### src/rtl/mem_port_arbiter_if.sv
// Fetch/data requester, memory and status signals of the shared memory port arbiter.
// master = requester and memory side, slave = arbiter side.
interface mem_port_arbiter_if #(
   parameter int ADDR_W = 32,
   parameter int DATA_W = 32
);
   logic              if_req;
   logic [ADDR_W-1:0] if_addr;
   logic              if_ready;
   logic [DATA_W-1:0] if_rdata;

   logic              d_req;
   logic              d_we;
   logic [ADDR_W-1:0] d_addr;
   logic [DATA_W-1:0] d_wdata;
   logic              d_ready;
   logic [DATA_W-1:0] d_rdata;

   logic              mem_en;
   logic              mem_we;
   logic [ADDR_W-1:0] mem_addr;
   logic [DATA_W-1:0] mem_wdata;
   logic [DATA_W-1:0] mem_rdata;

   logic              stall_if;
   logic              stall_mem;
   logic              busy;

   modport master (
      output if_req, if_addr, d_req, d_we, d_addr, d_wdata, mem_rdata,
      input  if_ready, if_rdata, d_ready, d_rdata,
      input  mem_en, mem_we, mem_addr, mem_wdata,
      input  stall_if, stall_mem, busy
   );

   modport slave (
      input  if_req, if_addr, d_req, d_we, d_addr, d_wdata, mem_rdata,
      output if_ready, if_rdata, d_ready, d_rdata,
      output mem_en, mem_we, mem_addr, mem_wdata,
      output stall_if, stall_mem, busy
   );
endinterface

### src/rtl/mem_port_arbiter.sv
// Shares one fixed-latency memory port between fetch and data requesters, one access at a time.
// Ready comes MEM_LAT+2 cycles after the IDLE cycle that granted; requests are held (stalled) until ready.
module mem_port_arbiter #(
   parameter int ADDR_W     = 32,
   parameter int DATA_W     = 32,
   parameter int MEM_LAT    = 2,
   parameter int STARVE_MAX = 4
) (
   input logic               clk,
   input logic               reset,
   mem_port_arbiter_if.slave bus
);
   localparam logic [3:0] LAT  = 4'(MEM_LAT);
   localparam logic [3:0] SMAX = 4'(STARVE_MAX);

   typedef enum logic [1:0] {IDLE, ISSUE, WAIT, DONE} state_t;

   state_t            state;
   state_t            state_nxt;
   logic [3:0]        starve_cnt;
   logic [3:0]        wait_cnt;
   logic              owner_d;
   logic              lat_we;
   logic              grant_d;
   logic              grant_f;

   logic              mem_en;
   logic              mem_we;
   logic [ADDR_W-1:0] mem_addr;
   logic [DATA_W-1:0] mem_wdata;
   logic              if_ready;
   logic              d_ready;
   logic [DATA_W-1:0] if_rdata;
   logic [DATA_W-1:0] d_rdata;

   // Data has priority unless fetch has already lost STARVE_MAX grants in a row.
   assign grant_d = bus.d_req && !(bus.if_req && (starve_cnt == SMAX));
   assign grant_f = bus.if_req && !grant_d;

   always_comb begin
      state_nxt = state;
      case (state)
         IDLE:    if (bus.if_req || bus.d_req) state_nxt = ISSUE;
         ISSUE:   state_nxt = WAIT;
         WAIT:    if (wait_cnt == 4'd1) state_nxt = DONE;
         DONE:    state_nxt = IDLE;
         default: state_nxt = IDLE;
      endcase
   end

   always_ff @(posedge clk) begin
      if (reset) begin
         state      <= IDLE;
         starve_cnt <= '0;
         wait_cnt   <= '0;
         owner_d    <= 1'b0;
         lat_we     <= 1'b0;
         mem_en     <= 1'b0;
         mem_we     <= 1'b0;
         mem_addr   <= '0;
         mem_wdata  <= '0;
         if_ready   <= 1'b0;
         d_ready    <= 1'b0;
         if_rdata   <= '0;
         d_rdata    <= '0;
      end else begin
         state    <= state_nxt;
         mem_en   <= 1'b0;
         mem_we   <= 1'b0;
         if_ready <= 1'b0;
         d_ready  <= 1'b0;
         case (state)
            IDLE: begin
               // mem_addr/mem_wdata double as the latched request and hold afterwards.
               if (grant_d) begin
                  owner_d    <= 1'b1;
                  lat_we     <= bus.d_we;
                  mem_addr   <= bus.d_addr;
                  mem_wdata  <= bus.d_wdata;
                  mem_en     <= 1'b1;
                  mem_we     <= bus.d_we;
                  starve_cnt <= !bus.if_req       ? 4'd0 :
                                (starve_cnt == SMAX) ? SMAX : starve_cnt + 4'd1;
               end else if (grant_f) begin
                  owner_d    <= 1'b0;
                  lat_we     <= 1'b0;
                  mem_addr   <= bus.if_addr;
                  mem_en     <= 1'b1;
                  mem_we     <= 1'b0;
                  starve_cnt <= 4'd0;
               end
            end
            ISSUE: wait_cnt <= LAT;
            WAIT: begin
               wait_cnt <= wait_cnt - 4'd1;
               if (wait_cnt == 4'd1) begin
                  if (owner_d) begin
                     if (!lat_we) d_rdata <= bus.mem_rdata;
                     d_ready <= 1'b1;
                  end else begin
                     if_rdata <= bus.mem_rdata;
                     if_ready <= 1'b1;
                  end
               end
            end
            default: ;
         endcase
      end
   end

   assign bus.mem_en    = mem_en;
   assign bus.mem_we    = mem_we;
   assign bus.mem_addr  = mem_addr;
   assign bus.mem_wdata = mem_wdata;
   assign bus.if_ready  = if_ready;
   assign bus.d_ready   = d_ready;
   assign bus.if_rdata  = if_rdata;
   assign bus.d_rdata   = d_rdata;
   assign bus.stall_if  = bus.if_req & ~if_ready;
   assign bus.stall_mem = bus.d_req & ~d_ready;
   assign bus.busy      = (state != IDLE);
endmodule
### src/flat_wrapper.sv
// flat-port wrapper written by rule: the top's interface ports become plain ports
module mem_port_arbiter_flat 
#(
   parameter int ADDR_W     = 32,
   parameter int DATA_W     = 32,
   parameter int MEM_LAT    = 2,
   parameter int STARVE_MAX = 4
)
  (clk, reset, bus_if_req, bus_if_addr, bus_d_req, bus_d_we, bus_d_addr, bus_d_wdata, bus_mem_rdata, bus_if_ready, bus_if_rdata, bus_d_ready, bus_d_rdata, bus_mem_en, bus_mem_we, bus_mem_addr, bus_mem_wdata, bus_stall_if, bus_stall_mem, bus_busy);
  mem_port_arbiter_if #(.ADDR_W(ADDR_W), .DATA_W(DATA_W)) bus_i ();
  input logic clk;
  input logic reset;
  input wire logic [$bits(bus_i.if_req)-1:0] bus_if_req;
  input wire logic [$bits(bus_i.if_addr)-1:0] bus_if_addr;
  input wire logic [$bits(bus_i.d_req)-1:0] bus_d_req;
  input wire logic [$bits(bus_i.d_we)-1:0] bus_d_we;
  input wire logic [$bits(bus_i.d_addr)-1:0] bus_d_addr;
  input wire logic [$bits(bus_i.d_wdata)-1:0] bus_d_wdata;
  input wire logic [$bits(bus_i.mem_rdata)-1:0] bus_mem_rdata;
  output wire logic [$bits(bus_i.if_ready)-1:0] bus_if_ready;
  output wire logic [$bits(bus_i.if_rdata)-1:0] bus_if_rdata;
  output wire logic [$bits(bus_i.d_ready)-1:0] bus_d_ready;
  output wire logic [$bits(bus_i.d_rdata)-1:0] bus_d_rdata;
  output wire logic [$bits(bus_i.mem_en)-1:0] bus_mem_en;
  output wire logic [$bits(bus_i.mem_we)-1:0] bus_mem_we;
  output wire logic [$bits(bus_i.mem_addr)-1:0] bus_mem_addr;
  output wire logic [$bits(bus_i.mem_wdata)-1:0] bus_mem_wdata;
  output wire logic [$bits(bus_i.stall_if)-1:0] bus_stall_if;
  output wire logic [$bits(bus_i.stall_mem)-1:0] bus_stall_mem;
  output wire logic [$bits(bus_i.busy)-1:0] bus_busy;
  assign bus_i.if_req = bus_if_req;
  assign bus_i.if_addr = bus_if_addr;
  assign bus_i.d_req = bus_d_req;
  assign bus_i.d_we = bus_d_we;
  assign bus_i.d_addr = bus_d_addr;
  assign bus_i.d_wdata = bus_d_wdata;
  assign bus_i.mem_rdata = bus_mem_rdata;
  assign bus_if_ready = bus_i.if_ready;
  assign bus_if_rdata = bus_i.if_rdata;
  assign bus_d_ready = bus_i.d_ready;
  assign bus_d_rdata = bus_i.d_rdata;
  assign bus_mem_en = bus_i.mem_en;
  assign bus_mem_we = bus_i.mem_we;
  assign bus_mem_addr = bus_i.mem_addr;
  assign bus_mem_wdata = bus_i.mem_wdata;
  assign bus_stall_if = bus_i.stall_if;
  assign bus_stall_mem = bus_i.stall_mem;
  assign bus_busy = bus_i.busy;
  mem_port_arbiter #(.ADDR_W(ADDR_W), .DATA_W(DATA_W), .MEM_LAT(MEM_LAT), .STARVE_MAX(STARVE_MAX)) u_core (.clk(clk), .reset(reset), .bus(bus_i));
endmodule
### config.mk
export PLATFORM = sky130hd
export DESIGN_NAME = mem_port_arbiter_flat
export DESIGN_NICKNAME = d
export VERILOG_FILES = /design/src/rtl/mem_port_arbiter_if.sv /design/src/rtl/mem_port_arbiter.sv /design/src/flat_wrapper.sv
export SDC_FILE = /design/constraint.sdc
export NUM_CORES = 1
export LEC_CHECK = 0
export CORE_ASPECT_RATIO = 1.25
export CORE_UTILIZATION = 42
export CTS_CLUSTER_SIZE = 16
export DETAILED_ROUTE_END_ITERATION = 8
export PLACE_DENSITY = 0.84
export SETUP_SLACK_MARGIN = 0.1
export SYNTH_ARGS = -nofsm -noshare
export SYNTH_HDL_FRONTEND = slang
export SYNTH_SLANG_ARGS = --single-unit
### constraint.sdc
create_clock -name clk -period 2.1 [get_ports clk]
set_input_delay 0.63 -clock clk [delete_from_list [all_inputs] [get_ports clk]]
set_output_delay 0.63 -clock clk [all_outputs]
set_load 0.005 [all_outputs]
==> results.toml <==
[finish]
nFillCells = 1137
final_util_pct = 67.7
layout-drive-gt1-share_pct = 9.58
seq_area_sq_um = 2890
areaGrowthSynthToFinish_pct = 57.9
antenna_cells = 0
finalNetCount = 1098
final_common_cell = "clkdlybuf4s50_1"
multiInputGateArea_sq_um = 2860
final_cells = 1149
most-common-layout-cells = "clkdlybuf4s50_1, dfxtp_1, a21oi_1"

[detailed_routing]
drt-initial-drc-count = 602
drtPass1Iterations = 6
ant_nets = 0
drc = 0
wl_met3_microns = 1440
vias = 6463
post_drt_wl_per_cell_microns = 17.4
topRoutingLayerUsed = "met4"
routed_wirelength_microns = 19900
wirelength_met1_microns = 7770
dr_wl_met2_microns = 9910
viasPerCell = 5.62

[power]
clkPwrFrac_pct = 32.0
switchingPower_mw = 2.95
leakagePower_nw = 3.34
p_comb_share_pct = 32.9
vdd_drop_max_mv = 0.668
switching_share_pct = 30.8
cellPowerDensity_nw_per_um2 = 980
p_int_mw = 6.61
pwr-share-seq_pct = 35.0

[timing]
tns_ns = 0
finalWorstSetupSlack_ns = 0.157
worst_slew_pin_slew_ns = 0.480
rsz0062_at_grt = "no"
period_share_pct = 92.5
hold_ws_ns = 0.472
slew_headroom_pct = 68.0
clock.fmax_mhz = 515
finalHoldViolations = 0
fin_crit_ns = 1.94
maxSlewViolCount = 0
final-setup-viol-count = 0
clock_skew_ns = 0.0118

[synthesis]
synth_compound_area_share_pct = 26.4
synth_top_flop_cell = "dfxtp_1"
ys_async_sr_fraction_pct = 0
synthMuxAreaShare_pct = 0.162
yosysWarnings = 0
yosysSeqAreaShare_pct = 46.7
synth_fa_ha_area_share_pct = 1.42
synth_nets = 861
synth_area_sq_um = 6180
synth_xor_area_share_pct = 0
synth_top_family_by_area = "compound AO/OA/AOI/OAI gates"
synth_cell_types = 38
synth-simple-area-share_pct = 18.2
syn_avg_cell_area_sq_um = 8.57
synth_edf_count = 0
synthCells = 721
ys_ff_latch = 144

[cts]
cts_tree = "done"
cts_setup_buffers = 0
clk_latency_ns = 0.43
root_buffer = "clkbuf_16"
cts_resized = 9
clock_path_buffers = 2
cts_hold_buf = 0
clock_sinks = 144
path_clk_slew_ns = 0.07
numCtsBuffers = 17
h-tree-depth = 4

[worst_setup_path]
cp_slowest_cell = "clkdlybuf4s50_1"
crit_arrival_ns = 1.31
worst_path_dominant_cell_family = "buffers and inverters"
crit_path_cell_trace = "clkdlybuf4s50_1"
endpoint_kind = "output pin"
cp_max_fo = 2
critical-path-max-stage-delay_ns = 0.55
critical_path_required_ns = 1.47
worstSetupStartpointType = "flip-flop"
crit_type = "flip-flop to output pin"
crit_buf_inv = 1

[die]
pin_count = 268
row_count = 49
die_x_microns = 110
die_h_microns = 138
die_area_sq_um = 15200
initial_core_util_pct = 42.9
fp.coreArea_sq_um = 14400

[grt]
grt_antenna_before_repair = 0
grt_max_degree = 67
grt_usage_pct = 25.3
grt_pass1_wl_microns = 30800
grt_pass1_vias = 5992
gr-total-overflow = 0

[placed_design]
dp_cells = 1117
preCtsSetupSlack_ns = -0.304
numPortBuffers = 267
gp_congestion = 0.779
hpwl_microns = 13600

[outcome]
run_status = "finished, final reports clean"

[job]
maxCapViolCount = 0

[hold_path]
min_path_type = "flip-flop to flip-flop"
[kinds of logic (layout without fill, tap and decap cells)]
kind of cell,count (synthesis),in the layout
adders and majority gates,7,7
muxes,1,1
buffers and inverters,94,344
and+or+nand+nor,200,200
AOI/OAI and AO/OA,275,275
DFF,144,144
[state kept, by name, summed over array words and instances (netlist names)]
signal                cells
u_core.bus.d_ready        1
u_core.wait_cnt           4
u_core.owner_d            1
u_core.bus.d_rdata       32
u_core.bus.if_rdata      32
u_core.lat_we             1
u_core.state              2
u_core.bus.if_ready       1
u_core.bus.mem_we         1
u_core.bus.mem_wdata     32
u_core.bus.mem_addr      32
u_core.starve_cnt         4
u_core.bus.mem_en         1
[Yosys cell counts (7+ instances only)]
cell type,instances,area share [%]
dfxtp_1,144,47
a21oi_1,103,8.3
nand3_1,99,8.0
o21ai_0,98,7.9
clkbuf_1,40,2.4
nor2_1,37,2.2
nand4b_1,35,5.0
o21ai_1,33,2.7
buf_2,29,2.3
a311oi_2,17,4.1
a311oi_1,16,2.3
inv_1,10,0.61
ha_1,7,1.4
nand2_1,7,0.43
[metrics by stage]
| step | power (mW) | instance area [sq um] |
|---|---|---|
| finish | 9.56 | 9750 |
| global route | 10.1 | 9750 |
| CTS | 9.62 | 9750 |
| detailed placement | 6.56 | 9160 |
| global placement | 6.48 | 9160 |
| floorplan | 5.00 | 6180 |
[layout make-up]
cell class / instances / share of cell area [%]
clock inverters: 14 / 1.68
clock buffers: 18 / 4.40
multi-input cells: 483 / 29.3
repair buffers: 302 / 32.3
well taps: 178 / 2.28
flip-flops and latches: 144 / 29.6
inverters: 10 / 0.385
[power groups by stage]
| stage | sequential [mW] | combinational (mW) | clock, mW |
|---|---|---|---|
| after global routing | 3.40 | 3.43 | 3.23 |
| final | 3.35 | 3.15 | 3.06 |
| after global placement | 3.39 | 3.08 | 0 |
| after CTS | 3.35 | 3.15 | 3.12 |
| after floorplan | 3.41 | 1.59 | 0 |
| after detailed placement | 3.41 | 3.14 | 0 |
[metal layers]
layer  GRT usage [%]  up-vias
li1                -     3132
met1            28.3     2993
met2            43.4      286
met3            7.30       52
met4            14.5        0
met5               0        -
[final timing paths]
check | startpoint | end | slack [ns] | cells after the start
max | u_core.bus.mem_addr[13] | bus_mem_addr[13] | 0.16 | 1
max reg2reg | u_core.state[0] | u_core.bus.d_rdata[21] | 0.33 | 6
min | u_core.bus.if_rdata[3] | u_core.bus.if_rdata[3] | 0.47 | 2
min reg2reg | u_core.bus.if_rdata[3] | u_core.bus.if_rdata[3] | 0.47 | 2
Note: power is estimated with default switching activity, not from simulation.
